==> config.mk <==
export PLATFORM = sky130hd
export DESIGN_NAME = overlap_accum_seq_flat
export DESIGN_NICKNAME = d
export VERILOG_FILES = /design/src/rtl/overlap_accum_seq_if.sv /design/src/rtl/overlap_accum_seq.sv /design/src/flat_wrapper.sv
export SDC_FILE = /design/constraint.sdc
export NUM_CORES = 1
export LEC_CHECK = 0
export ABC_CLOCK_PERIOD_IN_PS = 2300
export CORE_MARGIN = 4
export CORE_UTILIZATION = 44
export CTS_CLUSTER_DIAMETER = 30
export CTS_CLUSTER_SIZE = 14
export DETAILED_ROUTE_END_ITERATION = 10
export GPL_TIMING_DRIVEN = 0
export PLACE_DENSITY = 0.77
export SYNTH_ARGS = -nofsm -noshare
export SYNTH_HDL_FRONTEND = slang
export SYNTH_SLANG_ARGS = --single-unit
==> constraint.sdc <==
create_clock -name clk -period 2.3 [get_ports clk]
set_clock_uncertainty 0.15 [all_clocks]
set_input_delay 0.46 -clock clk [delete_from_list [all_inputs] [get_ports clk]]
set_output_delay 0.46 -clock clk [all_outputs]
set_load 0.02 [all_outputs]
==> src/rtl/overlap_accum_seq_if.sv <==
// Bundle carrying the partial-product input and the result output of overlap_accum_seq.
// Pure wiring. It adds no latency.
// Valid/ready on both channels. The consumer side uses the slave modport.
interface overlap_accum_seq_if #(
    parameter int SEG_W = 33,
    parameter int NSEG  = 3
);
    localparam int PP_W  = 2*SEG_W - 1;
    localparam int OUT_W = (NSEG-1)*SEG_W + PP_W;
    localparam int IDX_W = (NSEG > 1) ? $clog2(NSEG) : 1;

    logic             pp_valid;
    logic             pp_ready;
    logic [IDX_W-1:0] pp_idx;
    logic [PP_W-1:0]  pp_data;
    logic             res_valid;
    logic             res_ready;
    logic [OUT_W-1:0] res_data;

    // producer of partial products / consumer of results
    modport master (
        output pp_valid, pp_idx, pp_data, res_ready,
        input  pp_ready, res_valid, res_data
    );

    // the accumulator itself
    modport slave (
        input  pp_valid, pp_idx, pp_data, res_ready,
        output pp_ready, res_valid, res_data
    );
endinterface

==> src/rtl/overlap_accum_seq.sv <==
// Overlap-adds NSEG carry-less partial products at k*SEG_W offsets (GF(2) XOR) into one result frame.
// res_valid rises 1 cycle after the accept that completes the frame.
// pp_ready is held while a result waits; it bypasses res_ready so there is no bubble. Optional OVERLAP_ACCUM_DUPCHK_EN adds err.
module overlap_accum_seq #(
    parameter int SEG_W = 33,
    parameter int NSEG  = 3
) (
    input  logic               clk,
    input  logic               rst_n,
    input  logic               flush,
    overlap_accum_seq_if.slave bus
`ifdef OVERLAP_ACCUM_DUPCHK_EN
    ,
    output logic               err
`endif
);
    localparam int PP_W  = 2*SEG_W - 1;
    localparam int OUT_W = (NSEG-1)*SEG_W + PP_W;
    localparam int IDX_W = (NSEG > 1) ? $clog2(NSEG) : 1;
    localparam int CNT_W = $clog2(NSEG + 1);

    // A single partial product cannot define frame completion.
    generate
        if (NSEG < 2) begin : g_bad_nseg
            $error("overlap_accum_seq: NSEG must be >= 2");
        end
    endgenerate

    typedef enum logic {ACC, DONE} state_t;

    state_t             state_q, state_d;
    logic [OUT_W-1:0]   acc_q, acc_d;
    logic [CNT_W-1:0]   cnt_q, cnt_d;
    logic [OUT_W-1:0]   shifted;
    logic               in_range;
    logic               accept;

    // Place the incoming product at its segment offset. Out-of-range indices contribute nothing.
    always_comb begin
        shifted  = '0;
        in_range = (32'(bus.pp_idx) < NSEG);
        for (int k = 0; k < NSEG; k++) begin
            if (bus.pp_idx == IDX_W'(k))
                shifted = OUT_W'(bus.pp_data) << (k*SEG_W);
        end
    end

    // Ready is always high while collecting. When a result is held, ready follows res_ready.
    always_comb begin
        bus.pp_ready = rst_n && !flush && ((state_q == ACC) || bus.res_ready);
    end

    assign accept        = bus.pp_valid && bus.pp_ready;
    assign bus.res_valid = (state_q == DONE);
    assign bus.res_data  = acc_q;

    // Next state. The handshake in DONE may start the next frame in the same cycle. flush overrides everything.
    always_comb begin
        state_d = state_q;
        acc_d   = acc_q;
        cnt_d   = cnt_q;
        case (state_q)
            ACC: begin
                if (accept) begin
                    acc_d = acc_q ^ shifted;
                    cnt_d = cnt_q + CNT_W'(in_range);
                    if (cnt_d == CNT_W'(NSEG))
                        state_d = DONE;
                end
            end
            DONE: begin
                if (bus.res_ready) begin
                    state_d = ACC;
                    acc_d   = accept ? shifted : '0;
                    cnt_d   = accept ? CNT_W'(in_range) : '0;
                end
            end
            default: state_d = ACC;
        endcase
        if (flush) begin
            state_d = ACC;
            acc_d   = '0;
            cnt_d   = '0;
        end
    end

    // State and accumulator registers
    always_ff @(posedge clk or negedge rst_n) begin
        if (!rst_n) begin
            state_q <= ACC;
            acc_q   <= '0;
            cnt_q   <= '0;
        end else begin
            state_q <= state_d;
            acc_q   <= acc_d;
            cnt_q   <= cnt_d;
        end
    end

`ifdef OVERLAP_ACCUM_DUPCHK_EN
    logic [NSEG-1:0] seen_q, seen_d, idx_onehot;
    logic            err_q, err_d;

    // One-hot form of the incoming index. It is all-zero when the index is out of range.
    always_comb begin
        idx_onehot = '0;
        for (int k = 0; k < NSEG; k++) begin
            if (bus.pp_idx == IDX_W'(k))
                idx_onehot[k] = 1'b1;
        end
    end

    // Seen-mask tracking. err stays set across frames and is cleared only by flush or reset.
    always_comb begin
        seen_d = seen_q;
        err_d  = err_q;
        case (state_q)
            ACC: begin
                if (accept) begin
                    if (((seen_q & idx_onehot) != '0) || !in_range)
                        err_d = 1'b1;
                    seen_d = seen_q | idx_onehot;
                end
            end
            DONE: begin
                if (bus.res_ready) begin
                    seen_d = accept ? idx_onehot : '0;
                    if (accept && !in_range)
                        err_d = 1'b1;
                end
            end
            default: seen_d = '0;
        endcase
        if (flush) begin
            seen_d = '0;
            err_d  = 1'b0;
        end
    end

    // Duplicate-check registers
    always_ff @(posedge clk or negedge rst_n) begin
        if (!rst_n) begin
            seen_q <= '0;
            err_q  <= 1'b0;
        end else begin
            seen_q <= seen_d;
            err_q  <= err_d;
        end
    end

    assign err = err_q;
`endif
endmodule

==> src/flat_wrapper.sv <==
// flat-port wrapper written by rule: the top's interface ports become plain ports
module overlap_accum_seq_flat 
#(
    parameter int SEG_W = 33,
    parameter int NSEG  = 3
)
  (clk, rst_n, flush, bus_pp_valid, bus_pp_idx, bus_pp_data, bus_res_ready, bus_pp_ready, bus_res_valid, bus_res_data);
  overlap_accum_seq_if #(.SEG_W(SEG_W), .NSEG(NSEG)) bus_i ();
  input  logic clk;
  input  logic rst_n;
  input  logic flush;
  input wire logic [$bits(bus_i.pp_valid)-1:0] bus_pp_valid;
  input wire logic [$bits(bus_i.pp_idx)-1:0] bus_pp_idx;
  input wire logic [$bits(bus_i.pp_data)-1:0] bus_pp_data;
  input wire logic [$bits(bus_i.res_ready)-1:0] bus_res_ready;
  output wire logic [$bits(bus_i.pp_ready)-1:0] bus_pp_ready;
  output wire logic [$bits(bus_i.res_valid)-1:0] bus_res_valid;
  output wire logic [$bits(bus_i.res_data)-1:0] bus_res_data;
  assign bus_i.pp_valid = bus_pp_valid;
  assign bus_i.pp_idx = bus_pp_idx;
  assign bus_i.pp_data = bus_pp_data;
  assign bus_i.res_ready = bus_res_ready;
  assign bus_pp_ready = bus_i.pp_ready;
  assign bus_res_valid = bus_i.res_valid;
  assign bus_res_data = bus_i.res_data;
  overlap_accum_seq #(.SEG_W(SEG_W), .NSEG(NSEG)) u_core (.clk(clk), .rst_n(rst_n), .flush(flush), .bus(bus_i));
endmodule
==> results.json <==
{
  "outcome": "completed",
  "leakagePower_nw": 4.58,
  "maxCapViolations": 0,
  "start_util_pct": 45.0,
  "final.setup.worst_slack_ns": 0.0609,
  "cp-start-kind": "register",
  "numClockSinks": 134,
  "grt_overflow": 0,
  "final_cell_mix": "201 x clkdlybuf4s50_1, 134 x dfrtp_1, 97 x nand3b_1",
  "cts_tree": "done",
  "tns_ns": 0,
  "synth_top_area_share_pct": 38.2,
  "vias_per_cell": 6.19,
  "area_growth_pct": 36.7,
  "clkLatencyLatePin_ns": 0.43,
  "drt_first_pass_iters": 7,
  "rows": 51,
  "cts_root_buf": "clkbuf_16",
  "postCtsSetupBuffers": 0,
  "yosys_warnings": 0,
  "mappedNetlistArea_sq_um": 8790,
  "drtAntennaViolNets": 0,
  "final_area_sq_um": 12000,
  "syn_avg_cell_area_sq_um": 10.1,
  "drt-total-wl_mm": 31.7,
  "pwr-share-clk_pct": 45.0,
  "nets": 1179,
  "grt_use_total_pct": 28.1,
  "dp_slack_ns": -0.884,
  "powerDensity_nw_per_um2": 573,
  "r2r_slack_ns": 0.30,
  "layout_commonest_cell": "clkdlybuf4s50_1",
  "core_sq_um": 19500,
  "synth_top_area_cell": "dfrtp_1",
  "drtIter0Drc": 807,
  "io_buffer_count": 203,
  "setup_viol": 0,
  "power_switching_mw": 1.92,
  "cts_max_path_buffers": 2,
  "drc": 0,
  "netlist_instances": 873,
  "antenna_found_initial": 3,
  "cp-end-kind": "primary output",
  "finalCriticalPeriod_ns": 2.24,
  "holdWs_ns": 0.349,
  "pwr-share-comb_pct": 18.5,
  "rsz0062_at_grt": "false",
  "grt_start_max_net_pins": 41,
  "grt_pass1_vias": 8408,
  "max_freq_mhz": 447,
  "hpwl_mm": 22.0,
  "fin_util_pct": 61.5,
  "drv_slew": 0,
  "clk_pin_slew_ns": 0.06,
  "die_w_um": 149,
  "grt_pass1_wl_mm": 48.8,
  "cp_data_arrival_time_ns": 1.63,
  "numCtsBuffers": 17,
  "final_layout_size_suffix_gt1_share_pct": 9.47,
  "syn_nets": 946,
  "io-pin-count": 205,
  "path_max_fanout": 10,
  "place_area_sq_um": 11200,
  "worst_pin_slew_ns": 1.13,
  "ys_seq_area_share_pct": 38.2,
  "design_power_total_mw": 6.88,
  "dr_total_vias": 8586,
  "power_frac_seq_pct": 36.5,
  "dp.cells": 1342,
  "synth_cell_types": 33,
  "crit_required_ns": 1.69,
  "hold_viol_final": 0,
  "slew_headroom_pct": 24.3,
  "worstHoldPathType": "input port to asynchronous set/reset pin",
  "finalNonFillerCells": 1386,
  "multi_input_area_sq_um": 4930,
  "swShare_pct": 27.9,
  "seqCellArea_sq_um": 3350,
  "crit_type": "register to primary output",
  "synthTopCellsByArea": "dfrtp_1 38%, nand3b_1 8.3%, o211ai_1 8.2%",
  "fill_cells": 1665,
  "place.gp.congestion": 0.896,
  "fin_crit_sh_pct": 97.4,
  "dieArea_sq_um": 22300,
  "ir_drop_mv": 0.593,
  "internal_power_mw": 4.96,
  "wl_per_cell_um": 22.9,
  "htree_levels": 4,
  "ys_ff_latch": 134,
  "die_h_um": 149
}
routing by layer:
metal	vias to the layer above	wire length [um]	track usage (%)
met1	4279	13600	38.5
li1	3805	-	-
met2	428	14600	43.5
met5	-	13	0
met3	72	2260	5.26
met4	2	1230	12.5
repair_timing:
| action | 4_1_cts | 5_1_grt |
|---|---|---|
| resized for setup | 6 | 0 |
| endpoints found under the hold margin | 79 | 0 |
| hold buffers | 8 | 0 |
| endpoints found under the setup margin | 103 | 0 |
logic make-up (layout without fill, tap and decap cells):
family                   after synthesis  in the layout  share of synthesized area, %
flip-flops                           134            134                          38.2
XOR/XNOR                              68             68                          6.78
multiplexers                          33             33                          3.76
AO/OA/AOI/OAI                        232            232                          21.6
other                                  0              2                             0
AND/OR/NAND/NOR                      306            306                          23.8
buffers and inverters                 99            345                          5.74
adder cells (fa/ha/maj)                1              1                         0.142
Yosys cell counts, drive strengths merged:
| cell type | instances |
|---|---|
| xor2 | 1 |
| and2 | 2 |
| mux2i | 33 |
| nand3 | 67 |
| nand4bb | 1 |
| o211ai | 96 |
| a21oi | 2 |
| nand3b | 97 |
| buf | 52 |
| nand4 | 31 |
| o2bb2ai | 68 |
| ha | 1 |
| and4bb | 1 |
| o2111ai | 1 |
| nand2b | 35 |
| xnor2 | 67 |
| inv | 2 |
| nor2b | 35 |
| clkbuf | 45 |
| a22oi | 1 |
| a211o | 32 |
| dfrtp | 134 |
| nor3b | 33 |
| o21ai | 1 |
| nand2 | 2 |
| and3b | 2 |
| a22o | 31 |
power groups by stage:
stage / combinational, mW / sequential (mW) / clock, mW
finish: 1.27 / 2.51 / 3.10
CTS: 1.26 / 2.51 / 3.10
detailed placement: 1.22 / 2.55 / 0
global route: 1.35 / 2.52 / 3.20
global placement: 1.20 / 2.55 / 0
floorplan: 0.565 / 2.63 / 0
area by class of cell:
| class | count | share of cell area, % |
|---|---|---|
| diodes | 2 | 0.0417 |
| clock buffers | 21 | 3.75 |
| well taps | 265 | 2.76 |
| clock inverters | 11 | 1.65 |
| multi-input cells | 640 | 41.0 |
| repair buffers | 214 | 18.7 |
| flip-flops and latches | 134 | 27.9 |
| plain buffers | 97 | 4.13 |
| inverters | 2 | 0.0625 |
sequential cells by signal (all words and copies together) (netlist names):
name	count
u_core.bus.res_valid	1
u_core.cnt_q	2
u_core.bus.res_data	131
worst max-delay path, cell delays in order (launching register included):
cell             delay (ns)
dfrtp_1                0.41
buf_4                  0.20
nand2b_2               0.11
and2_1                 0.19
clkdlybuf4s15_2        0.28
worst paths after layout:
kind / from / end / cells after the start
worst max-delay path: u_core.bus.res_valid$_DFF_PN0_ / bus_pp_ready / 4
worst min-delay path: rst_n / u_core.bus.res_data[99]$_DFFE_PN0P_ / 3
worst max register to register: u_core.bus.res_valid$_DFF_PN0_ / u_core.bus.res_data[79]$_DFFE_PN0P_ / 6
worst min register to register: u_core.cnt_q[1]$_DFFE_PN0P_ / u_core.cnt_q[1]$_DFFE_PN0P_ / 1
max in group asynchronous: rst_n / u_core.bus.res_data[103]$_DFFE_PN0P_ / 3
min in group clk: u_core.cnt_q[1]$_DFFE_PN0P_ / u_core.cnt_q[1]$_DFFE_PN0P_ / 1
No activity file was read; power rests on OpenSTA's default activity.
